**src/rtl/scoreboard_pkg.sv**
```systemverilog
// Constants and types shared between score_keeper and display_simple_controller.
package scoreboard_pkg;

   localparam int unsigned SCORE_W    = 8;
   localparam int unsigned HIST_CNT_W = 4;

   localparam logic [SCORE_W-1:0] MAX_SCORE_DEFAULT = 8'd99;

   localparam logic PLAYER_1 = 1'b0;
   localparam logic PLAYER_2 = 1'b1;

   localparam logic [3:0] BLANK_CODE = 4'b1111;

   // One-cycle press pulses from the four debounced buttons.
   typedef struct packed {
      logic p1;
      logic p2;
      logic undo;
      logic clear;
   } press_t;

endpackage

```
**src/rtl/button_debouncer.sv**
```systemverilog
// Raw button -> 2-FF synchronizer -> level debouncer -> registered rising-edge pulse.
module button_debouncer #(
   parameter int unsigned DEBOUNCE_CYCLES = 500000
) (
   input  logic clk_i,
   input  logic rst_ni,
   input  logic btn_i,
   output logic press_o
);

   localparam int unsigned        CNT_W    = $clog2(DEBOUNCE_CYCLES);
   localparam logic [CNT_W-1:0]   CNT_LAST = CNT_W'(DEBOUNCE_CYCLES - 1);

   logic [1:0]       sync_q;
   logic             level_q;
   logic             level_prev_q;
   logic [CNT_W-1:0] cnt_q;

   always_ff @(posedge clk_i or negedge rst_ni) begin
      if (!rst_ni) begin
         sync_q <= 2'b00;
      end else begin
         sync_q <= {sync_q[0], btn_i};
      end
   end

   // Any sample matching the accepted level restarts the count.
   always_ff @(posedge clk_i or negedge rst_ni) begin
      if (!rst_ni) begin
         level_q <= 1'b0;
         cnt_q   <= '0;
      end else if (sync_q[1] == level_q) begin
         cnt_q <= '0;
      end else if (cnt_q == CNT_LAST) begin
         level_q <= ~level_q;
         cnt_q   <= '0;
      end else begin
         cnt_q <= cnt_q + CNT_W'(1);
      end
   end

   always_ff @(posedge clk_i or negedge rst_ni) begin
      if (!rst_ni) begin
         level_prev_q <= 1'b0;
         press_o      <= 1'b0;
      end else begin
         level_prev_q <= level_q;
         press_o      <= level_q & ~level_prev_q;
      end
   end

endmodule

```
**src/rtl/score_keeper.sv**
```systemverilog
// Debounces four buttons and keeps two saturating scores with a LIFO undo history.
module score_keeper
   import scoreboard_pkg::*;
#(
   parameter int unsigned        DEBOUNCE_CYCLES = 500000,
   parameter logic [SCORE_W-1:0] MAX_SCORE       = MAX_SCORE_DEFAULT,
   parameter int unsigned        HIST_DEPTH      = 4
) (
   input  logic                  clk_i,
   input  logic                  rst_ni,
   input  logic                  btn_p1_i,
   input  logic                  btn_p2_i,
   input  logic                  btn_undo_i,
   input  logic                  btn_clear_i,
   output logic [SCORE_W-1:0]    p1_score_o,
   output logic [SCORE_W-1:0]    p2_score_o,
   output logic [HIST_CNT_W-1:0] hist_count_o,
   output logic                  event_o
);

   localparam logic [HIST_CNT_W-1:0] DEPTH_CNT = HIST_CNT_W'(HIST_DEPTH);

   press_t press;

   button_debouncer #(.DEBOUNCE_CYCLES(DEBOUNCE_CYCLES)) u_db_p1 (
      .clk_i(clk_i), .rst_ni(rst_ni), .btn_i(btn_p1_i), .press_o(press.p1)
   );
   button_debouncer #(.DEBOUNCE_CYCLES(DEBOUNCE_CYCLES)) u_db_p2 (
      .clk_i(clk_i), .rst_ni(rst_ni), .btn_i(btn_p2_i), .press_o(press.p2)
   );
   button_debouncer #(.DEBOUNCE_CYCLES(DEBOUNCE_CYCLES)) u_db_undo (
      .clk_i(clk_i), .rst_ni(rst_ni), .btn_i(btn_undo_i), .press_o(press.undo)
   );
   button_debouncer #(.DEBOUNCE_CYCLES(DEBOUNCE_CYCLES)) u_db_clear (
      .clk_i(clk_i), .rst_ni(rst_ni), .btn_i(btn_clear_i), .press_o(press.clear)
   );

   // Bit 0 of the stack is the newest entry; pushes shift the oldest out the top.
   logic [HIST_DEPTH-1:0] stack_q;
   logic [HIST_DEPTH-1:0] stack_d;
   logic [HIST_CNT_W-1:0] count_d;
   logic [SCORE_W-1:0]    p1_d;
   logic [SCORE_W-1:0]    p2_d;
   logic                  event_d;

   always_comb begin
      p1_d    = p1_score_o;
      p2_d    = p2_score_o;
      count_d = hist_count_o;
      stack_d = stack_q;
      event_d = 1'b0;

      if (press.clear) begin
         p1_d    = '0;
         p2_d    = '0;
         count_d = '0;
         event_d = (p1_score_o != '0) || (p2_score_o != '0);
      end else if (press.undo) begin
         if (hist_count_o != '0) begin
            if (stack_q[0] == PLAYER_1) begin
               p1_d = p1_score_o - SCORE_W'(1);
            end else begin
               p2_d = p2_score_o - SCORE_W'(1);
            end
            stack_d = {1'b0, stack_q[HIST_DEPTH-1:1]};
            count_d = hist_count_o - HIST_CNT_W'(1);
            event_d = 1'b1;
         end
      end else if (press.p1 && press.p2) begin
         event_d = 1'b0;
      end else if (press.p1) begin
         if (p1_score_o < MAX_SCORE) begin
            p1_d    = p1_score_o + SCORE_W'(1);
            stack_d = {stack_q[HIST_DEPTH-2:0], PLAYER_1};
            count_d = (hist_count_o == DEPTH_CNT) ? hist_count_o
                                                  : hist_count_o + HIST_CNT_W'(1);
            event_d = 1'b1;
         end
      end else if (press.p2) begin
         if (p2_score_o < MAX_SCORE) begin
            p2_d    = p2_score_o + SCORE_W'(1);
            stack_d = {stack_q[HIST_DEPTH-2:0], PLAYER_2};
            count_d = (hist_count_o == DEPTH_CNT) ? hist_count_o
                                                  : hist_count_o + HIST_CNT_W'(1);
            event_d = 1'b1;
         end
      end
   end

   always_ff @(posedge clk_i or negedge rst_ni) begin
      if (!rst_ni) begin
         p1_score_o   <= '0;
         p2_score_o   <= '0;
         hist_count_o <= '0;
         stack_q      <= '0;
         event_o      <= 1'b0;
      end else begin
         p1_score_o   <= p1_d;
         p2_score_o   <= p2_d;
         hist_count_o <= count_d;
         stack_q      <= stack_d;
         event_o      <= event_d;
      end
   end

endmodule

```
**config.mk**
```make
export PLATFORM = sky130hd
export DESIGN_NAME = score_keeper
export DESIGN_NICKNAME = d
export VERILOG_FILES = /design/src/rtl/scoreboard_pkg.sv /design/src/rtl/button_debouncer.sv /design/src/rtl/score_keeper.sv
export SDC_FILE = /design/constraint.sdc
export NUM_CORES = 1
export LEC_CHECK = 0
export ABC_CLOCK_PERIOD_IN_PS = 3350
export CORE_ASPECT_RATIO = 1.25
export CORE_MARGIN = 5
export CORE_UTILIZATION = 55
export CTS_CLUSTER_DIAMETER = 120
export DETAILED_ROUTE_END_ITERATION = 8
export HOLD_SLACK_MARGIN = 0.02
export PLACE_DENSITY = 0.77
export SETUP_SLACK_MARGIN = 0.02
export SYNTH_ARGS = -nofsm -noshare
export SYNTH_HDL_FRONTEND = slang
export SYNTH_HIERARCHICAL = 1
export SYNTH_SLANG_ARGS = --single-unit
export TNS_END_PERCENT = 20
```
**constraint.sdc**
```tcl
create_clock -name clk_i -period 3.35 [get_ports clk_i]
set_clock_uncertainty 0.2 [all_clocks]
set_input_delay 0.67 -clock clk_i [delete_from_list [all_inputs] [get_ports clk_i]]
set_output_delay 0.67 -clock clk_i [all_outputs]
set_load 0.02 [all_outputs]
```
; ---- Word-level counts from Yosys, hierarchy flattened
; Cells that the tools add are included.
[op_classes]
n_eq_ne = 18
n_bitwise = 17
n_reduce_logical = 21
n_lt_le_gt_ge = 2
n_mux = 47
n_addsub = 10
[ops]
columns = operator, n
row1 = two-way mux 19 bit, 8
row2 = two-way mux 8 bit, 15
row3 = "adder 19 x 1 -> 19 bit, second input constant", 4
row4 = "== test 19 bit, second input constant", 4
row5 = two-way mux 4 bit, 16
row6 = nonzero test 3 bit, 6
row7 = "adder 8 x 1 -> 8 bit, second input constant", 2
row8 = "less-than comparator 8 x 7 -> 1 bit, second input constant", 2
row9 = nonzero test 8 bit, 2
row10 = "subtractor 8 x 1 -> 8 bit, second input constant", 2
row11 = NOT 1 bit, 13
row12 = "inequality test 3 x 2 -> 1 bit, second input constant", 4
row13 = AND reduction 6 bit, 2
row14 = nonzero test 4 bit, 3
row15 = AND reduction 5 bit, 2
row16 = two-way mux 1 bit, 8
row17 = AND reduction 2 bit, 4
row18 = "inequality test 3 x 1 -> 1 bit, second input constant", 2
row19 = "adder 4 x 1 -> 4 bit, second input constant", 1
row20 = bitwise AND 1 bit, 4
row21 = == test 1 bit, 4
row22 = "== test 4 x 3 -> 1 bit, second input constant", 1
row23 = "inequality test 4 x 2 -> 1 bit, second input constant", 1
row24 = "subtractor 4 x 1 -> 4 bit, second input constant", 1
row25 = other kinds (4), 4
[totals]
inputBits = 6
wordCells = 140
reg_bits = 121
out_inout_bits = 21

; ---- Depth between registers and ports, before layout
; Gate-level depths: netlist of the first run.
[logic_depth]
ltp_word = 8
mapped_depth = 7
ltp_nobuf = 7

; ---- Hierarchy
; The synthesis of the first run kept the hierarchy.
[modules_own_cells]
columns = module, instances, seq_area_each_um2, cells_per_inst, area_each_um2
row1 = button_debouncer, 4, 600.6, 108, 1136.1
row2 = score_keeper, 1, 625.6, 194, 1858.0

; ---- Worst setup path after synthesis of the first run
; No wires, ideal clock.
[synth_path]
path_type = flip-flop to flip-flop
startpoint = reg u_db_undo.press_o
endpoint = reg p1_score_o[7]
setup_slack_ns = 0.747
path_buffers = 0
arrival_time_ns = 2.278
t_required_ns = 3.025
path_stages_with_launch = 8
synth_period_minus_slack_ns = 2.603
setup_time_ns = 0.125
path_cell_list = dfrtp_1 > ha_1 > a21oi_1 > nor2_1 > a311oi_1 > a21oi_1 > mux2i_1 > mux2_2
[synth_via]
elab_chain_len = 2
word_cells_on_any_way = 8
classes_between = eq/ne (3) / mux (2) / reduce/logical (3)
[synth_rtl]
columns = element, line_no
row1 = start: declaration, button_debouncer.sv:8  ; output logic press_o
row2 = start signal: assignment, button_debouncer.sv:48  ; press_o <= level_q & ~level_prev_q;
row3 = "inequality test 3 x 1 -> 1 bit (no source line), or another cell as far along", --
row4 = AND reduction 5 bit (no source line) or two-way mux 8 bit (tied branches), --
row5 = end signal: assignment, score_keeper.sv:98  ; p1_score_o <= p1_d;
row6 = end: declaration, score_keeper.sv:15  ; output logic [SCORE_W-1:0] p1_score_o,
; Parallel ways exist; a longest one is shown, timed or not.
; A chain may end at the register's enable or synchronous reset.

; ---- Worst setup path in the final report of the first run
; Same ends and word-level chain as after synthesis.

==> impl_metrics.csv, run 1 <==
group,metric,value,unit
outcome,outcome,"finished clean",
clock_tree,cts_tree,"yes",
synthesis,postSynthCellCount,626,
worst_setup_path,crit_chain,"ha_1 > a21oi_1 > nor2_1 > a311oi_1 > a21oi_1 > mux2i_1 > mux2_2",
worst_hold_path,hp-class,"flop to flop",
floorplanning,die_h,130.6,µm
clock_tree,numCtsBuffers,17,
route,avgViaCountPerCell,5.802,
cells_and_area,nets,689,
worst_setup_path,worstPathArrival,2.83,ns
pwr,swShare,0.1996,
worst_setup_path,critical_path_required,3.44,ns
floorplanning,ios,27,
clock_tree,worstSkewPairLatency,0.40,ns
route,wl_per_cell,15.25,µm
global_routing,grt_first_pass_wirelength,22250,µm
worst_setup_path,r2r_end,"p1_score_o[7]",
global_routing,grt_pass1_vias,4884,
floorplanning,start_util,0.5564,
route,wirelength,12350,µm
synthesis,avgSynthCellArea,10.23,µm²
sta,max_freq,0.3651,GHz
placement,dp_hpwl,8418,µm
job,max-cap-violations,0,
pwr,p_seq_frac,0.456,
sta,post-route-period-util,0.8176,
worst_setup_path,slowest_stage,"dfrtp_1",
clock_tree,root_buffer,"clkbuf_16",
floorplanning,dieArea,13910,µm²
synthesis,ys_ff_latch,121,
synthesis,ys_seq_area_frac,0.4729,
cells_and_area,multi_input_area,3193,µm²
placement,place_congestion,0.8749,
worst_hold_path,hp-start,"u_db_p2/sync_q[0]",
cells_and_area,drive_gt1_frac,0.08929,
route,drtIter0Drc,211,
clock_tree,cts_sinks,121,
clock_tree,cts_resized,0,
pwr,pwr-share-clk,0.518,
worst_setup_path,path_buf_inv,0,
pwr,p_int,0.002632,W
cells_and_area,final_util,0.6396,
synthesis,async_reset_ff_frac,1.000,
synthesis,netlist_area,6402,µm²
synthesis,synth-edff-count,0,
floorplanning,fp.dieW,106.5,µm
cells_and_area,nFillCells,905,
pwr,power_switching,0.0006564,W
sta,setup_tns,0,ns
clock_tree,cts_max_level,4,
worst_setup_path,cp_max_fo,16,
route,vias,4700,
sta,slew_viol_final,0,
pwr,max-vdd-ir-drop,0.3667,mV
cells_and_area,regArea,3028,µm²
sta,timing.final.setup_violations,0,
floorplanning,core_area,11510,µm²
worst_setup_path,worst_path_dominant_cell_family,"flip-flops",
worst_setup_path,crit_path_end_kind,"flop",
sta,relSlewSlack,0.3798,
worst_setup_path,r2r_setup_slack,0.61,ns
route,drc_errors,0,
global_routing,antenna_found_initial,0,
worst_hold_path,hold_path_end,"u_db_p2/sync_q[1]",
global_routing,grt_max_degree,72,
synthesis,yosys_warnings,6,
global_routing,gr-total-overflow,0,
sta,finalCriticalPeriod,2.739,ns
sta,hold_viol_final,0,
cells_and_area,fin_cells,810,
sta,worst_slack,0.6111,ns
worst_setup_path,r2r-start,"u_db_undo/press_o",
clock_tree,postCtsSetupBuffers,0,
worst_setup_path,cp-start-kind,"flop",
sta,worstMarginPinSlew,0.9271,ns
floorplanning,rows,44,
sta,rsz0062_at_grt,"false",
pwr,p_comb_frac,0.025,
pwr,p_per_area,446.8,nW/µm²
route,ant_nets,0,
placement,port_buffers,26,
worst_setup_path,rr_worst_depth,7,
clock_tree,path_clk_slew,0.05,ns
global_routing,grt.total_usage,0.1983,
cells_and_area,syn2layout_area_growth,14.95,%
cells_and_area,antenna_cells,0,
clock_tree,cts_buffer_depth,2,
route,dr.pass1.iters,4,
worst_setup_path,cp_common_cell,"a21oi_1",
synthesis,synth_ff_type,"dfrtp_1",
synthesis,synth_nets,653,
placement,place_inst,780,
worst_setup_path,max_stage_delay,0.78,ns
placement,post-place-ws,0.6678,ns
worst_hold_path,hold_depth,0,
pwr,p_leak,3.096,nW
synthesis,ys_types,57,
worst_setup_path,crit_type,"flop to flop",
worst max-delay path by stage:
stage,from,endpoint,cells after the start
floorplan,u_db_undo/press_o,p1_score_o[7],7
global placement,u_db_undo/press_o,p1_score_o[7],7
detailed placement,u_db_undo/press_o,p2_score_o[7],7
CTS,u_db_undo/press_o,p2_score_o[7],7
global route,u_db_undo/press_o,p2_score_o[7],7
finish,u_db_undo/press_o,p1_score_o[7],7
per-stage QoR:
stage / instance area, µm² / hold WS [ns] / power [W]
floorplan: 6402 / 0.1312 / 0.001564
global placement: 6792 / 0.1346 / 0.001606
detailed placement: 6792 / 0.1372 / 0.001611
CTS: 7360 / 0.1499 / 0.003328
global route: 7360 / 0.1513 / 0.003422
finish: 7360 / 0.1477 / 0.003288
kinds of logic (layout without fill, tap and decap cells):
logic type	Yosys count	after routing	share of synthesized area
compound gates	74	74	0.08521
xor+xnor	74	74	0.1012
fa+ha+maj	21	21	0.04456
buf+inv	41	87	0.02834
flops	121	121	0.4729
mux	22	22	0.03576
simple gates	273	273	0.2320
power by group through the flow:
stage	registers (W)	logic (W)	clock network, W
final	0.00150	0.0000837	0.00170
after global routing	0.00150	0.0000981	0.00182
after CTS	0.00150	0.0000876	0.00174
after detailed placement	0.00152	0.0000865	0
after global placement	0.00152	0.0000828	0
after floorplan	0.00152	0.0000488	0
routing by layer:
layer / vias up / track usage / share of wire
met1: 2313 / 0.2388 / 0.43
met3: 19 / 0.05012 / 0.038
li1: 2274 / - / -
met4: 0 / 0.07825 / 0.014
met2: 94 / 0.3443 / 0.52
met5: - / 0 / 0
cell type report:
cell class	count	share of cell area
sequential	121	0.4114
inverter	28	0.01428
clock buffer	27	0.07106
timing repair buffer	30	0.04114
tap	138	0.02346
clock inverter	2	0.004760
multi-input combinational	464	0.4339
flip-flops by register name, summed over array words and instances, names as in the netlist, 2 cells and up:
| signal | count |
|---|---|
| u_db_undo/cnt_q | 19 |
| u_db_p2/sync_q | 2 |
| u_db_clear/cnt_q | 19 |
| p1_score_o | 8 |
| u_db_undo/sync_q | 2 |
| stack_q | 4 |
| p2_score_o | 8 |
| u_db_p1/cnt_q | 19 |
| hist_count_o | 4 |
| u_db_p1/sync_q | 2 |
| u_db_clear/sync_q | 2 |
| u_db_p2/cnt_q | 19 |
what timing repair did:
item	CTS	global route
endpoints found under the setup margin	0	0
hold buffers	1	0
endpoints found under the hold margin	12	0
cell usage in the layout (no fill, tap or decap), types with 2 or more instances in the layout:
master,instances
buf_4,3
dfrtp_1,121
nor4_2,5
nor2b_1,12
o41ai_4,4
a311oi_1,2
ha_1,18
nand4_4,4
inv_1,28
fa_1,3
nor2_1,102
nor4_1,25
xor2_1,11
a211oi_1,2
nand3_1,30
clkdlybuf4s50_1,25
clkbuf_16,17
nand3b_1,2
a21o_1,3
nand4_1,16
nor4b_1,4
mux2_2,6
nand2_1,28
a31oi_1,3
a221oi_1,2
clkbuf_1,4
o21ai_0,12
or3_1,8
nand2b_1,2
clkbuf_8,6
o21a_1,2
o31ai_1,2
and2_1,4
o21bai_1,2
xnor2_1,63
or4_4,4
a21oi_1,32
nor3_1,18
mux2i_1,15
synthesized netlist by cell type (all sizes together) (10+ instances only):
library cell / instances / share of area
nor4: 30 / 0.034
nor2: 102 / 0.060
xnor2: 63 / 0.086
buf: 10 / 0.010
nor2b: 12 / 0.012
nand2: 29 / 0.018
a21oi: 32 / 0.025
o21ai: 12 / 0.0094
inv: 28 / 0.016
xor2: 11 / 0.015
nor3: 19 / 0.016
dfrtp: 121 / 0.47
nand4: 20 / 0.029
nand3: 30 / 0.023
ha: 18 / 0.035
mux2i: 15 / 0.023
Power figures use the tool's default switching activity.
==> run 2, diff against run 1 <==
--- a/config.mk
+++ b/config.mk
@@ -5,7 +5,7 @@
 export SDC_FILE = /design/constraint.sdc
 export NUM_CORES = 1
 export LEC_CHECK = 0
-export ABC_CLOCK_PERIOD_IN_PS = 3350
+export ABC_CLOCK_PERIOD_IN_PS = 2680
 export CORE_ASPECT_RATIO = 1.25
 export CORE_MARGIN = 5
 export CORE_UTILIZATION = 55
==> constraint.sdc (replaced) <==
create_clock -name clk_i -period 2.68 [get_ports clk_i]
set_clock_uncertainty 0.2 [all_clocks]
set_input_delay 0.536 -clock clk_i [delete_from_list [all_inputs] [get_ports clk_i]]
set_output_delay 0.536 -clock clk_i [all_outputs]
set_load 0.02 [all_outputs]
==> impl_metrics.csv, run 2 (synthesis gave the netlist of run 1 again) <==
group,metric,value,unit
worst_setup_path,cp-start-kind,"flop",
global_routing,grt_max_degree,48,
worst_setup_path,crit_path_end_kind,"flop",
cells_and_area,final_common_cell,"dfrtp_1",
route,avgViaCountPerCell,5.768,
worst_hold_path,hp-start,"u_db_clear/sync_q[0]",
cells_and_area,nFillCells,862,
clock_tree,numCtsBuffers,17,
route,ant_nets,0,
sta,hold_viol_final,0,
worst_setup_path,max_stage_delay,0.40,ns
worst_setup_path,r2r_setup_slack,0.18,ns
placement,port_buffers,26,
global_routing,gr-total-overflow,0,
clock_tree,root_buffer,"clkbuf_16",
cells_and_area,antenna_cells,0,
global_routing,grt_first_pass_wirelength,21870,µm
cells_and_area,multi_input_area,3199,µm²
sta,timing.final.setup_violations,0,
worst_hold_path,hp-class,"flop to flop",
clock_tree,path_clk_slew,0.05,ns
sta,worst_slack,0.1792,ns
placement,dp_hpwl,8633,µm
worst_setup_path,slowest_stage,"dfrtp_1",
route,dr.pass1.iters,5,
clock_tree,cts_buffer_depth,2,
worst_setup_path,r2r_end,"p2_score_o[7]",
worst_setup_path,r2r-start,"u_db_undo/press_o",
worst_setup_path,worst_path_dominant_cell_family,"compound AO/OA/AOI/OAI gates",
job,max-cap-violations,0,
sta,slew_viol_final,0,
worst_setup_path,path_buf_inv,1,
floorplanning,dieArea,13910,µm²
sta,max_freq,0.3999,GHz
cells_and_area,syn2layout_area_growth,17.51,%
sta,post-route-period-util,0.9331,
pwr,p_leak,3.182,nW
placement,place_congestion,0.8297,
worst_hold_path,hold_depth,0,
cells_and_area,final_cell_mix,"dfrtp_1, nor2_1, xnor2_1, a21oi_1, nand3_1",
sta,relSlewSlack,0.5666,
worst_setup_path,worstPathArrival,2.59,ns
worst_setup_path,crit_type,"flop to flop",
cells_and_area,regArea,3028,µm²
floorplanning,ios,27,
floorplanning,fp.dieW,106.5,µm
worst_setup_path,critical_path_required,2.77,ns
sta,setup_tns,0,ns
clock_tree,cts_max_level,4,
pwr,p_per_area,585.7,nW/µm²
floorplanning,rows,44,
clock_tree,cts_tree,"yes",
route,drtIter0Drc,191,
clock_tree,cts_sinks,121,
floorplanning,core_area,11510,µm²
worst_setup_path,crit_chain,"buf_12 > ha_1 > a21oi_1 > nor2_1 > a311oi_1 > a21oi_1 > mux2i_1 > mux2_1",
worst_setup_path,cp_common_cell,"a21oi_1",
sta,worstMarginPinSlew,0.6320,ns
worst_hold_path,hold_path_end,"u_db_clear/sync_q[1]",
worst_setup_path,cp_max_fo,41,
clock_tree,worstSkewPairLatency,0.41,ns
route,wirelength,12590,µm
route,wl_per_cell,15.38,µm
placement,post-place-ws,0.1755,ns
sta,rsz0062_at_grt,"false",
worst_setup_path,rr_worst_depth,8,
global_routing,grt.total_usage,0.1949,
route,vias,4724,
sta,finalCriticalPeriod,2.501,ns
global_routing,grt_pass1_vias,4792,
pwr,max-vdd-ir-drop,0.4912,mV
cells_and_area,drive_gt1_frac,0.1072,
route,drc_errors,0,
floorplanning,die_h,130.6,µm
global_routing,antenna_found_initial,0,
floorplanning,start_util,0.5564,
cells_and_area,nets,696,
outcome,outcome,"finished clean",
## run 2: what timing repair did
action	in CTS	in global routing
hold buffers	1	0
buffers inserted	0	0
gates resized for setup	0	1
setup endpoints to repair	0	1
endpoints found under the hold margin	31	0
## run 2: where the power goes
group / total (W) / leakage, nW / switching, W / internal (W)
sequential: 0.00187 / 1.66 / 0.0000244 / 0.00185
clock: 0.00242 / 0.319 / 0.000750 / 0.00167
combinational: 0.000115 / 1.20 / 0.0000739 / 0.0000410
total: 0.00441 / 3.18 / 0.000849 / 0.00356
## run 2: worst reg2reg max path: cells and delay by family (launching register included)
kind / cells / cell delay [ns]
AO/OA/AOI/OAI: 3 / 0.66
adder cells (fa/ha/maj): 1 / 0.36
buffers and inverters: 1 / 0.19
flip-flops: 1 / 0.40
multiplexers: 2 / 0.53
AND/OR/NAND/NOR: 1 / 0.05
## run 2: cell type report
class | count | area share
repair buffers | 37 | 0.05056
multi-input cells | 464 | 0.4252
flip-flops and latches | 121 | 0.4025
clock buffers | 23 | 0.06619
clock inverters | 8 | 0.01863
well taps | 138 | 0.02295
inverters | 28 | 0.01397
## run 2: metal layers
layer / global-route usage / routed length, µm / share of wire / vias to the layer above
met1: 0.2296 / 5298 / 0.42 / 2333
met5: 0 / 0 / 0 / -
met4: 0.08352 / 170 / 0.013 / 0
met3: 0.03440 / 413 / 0.033 / 15
li1: - / - / - / 2287
met2: 0.3521 / 6711 / 0.53 / 89
## run 2: stage by stage
stage          utilization  hold WS [ns]  std cells  instance area [µm²]  total power (W)
6_report            0.6539        0.1444        819                 7523         0.004407
5_1_grt             0.6539        0.1553        819                 7523         0.004563
4_1_cts             0.6533        0.1461        819                 7517         0.004457
3_5_place_dp        0.5970        0.1364        787                 6869         0.002022
3_3_place_gp        0.5970        0.1318        787                 6869         0.002016
2_1_floorplan            -       0.04041        626                 6402         0.001955
## run 2: worst max-delay path by stage
stage | endpoint | from | depth (start not counted)
after floorplan | p1_score_o[7] | u_db_undo/press_o | 7
after global placement | p1_score_o[7] | u_db_undo/press_o | 8
after detailed placement | p1_score_o[7] | u_db_undo/press_o | 8
after CTS | p1_score_o[7] | u_db_undo/press_o | 8
after global routing | p1_score_o[7] | u_db_undo/press_o | 8
final | p2_score_o[7] | u_db_undo/press_o | 8
==> run 3, diff against run 2 <==
--- a/config.mk
+++ b/config.mk
@@ -5,6 +5,7 @@
 export SDC_FILE = /design/constraint.sdc
 export NUM_CORES = 1
 export LEC_CHECK = 0
+export ABC_AREA = 0
 export ABC_CLOCK_PERIOD_IN_PS = 2680
 export CORE_ASPECT_RATIO = 1.25
 export CORE_MARGIN = 5
==> results of run 3 <==
No change in the layout: final DEF, timing and power equal those of run 2.
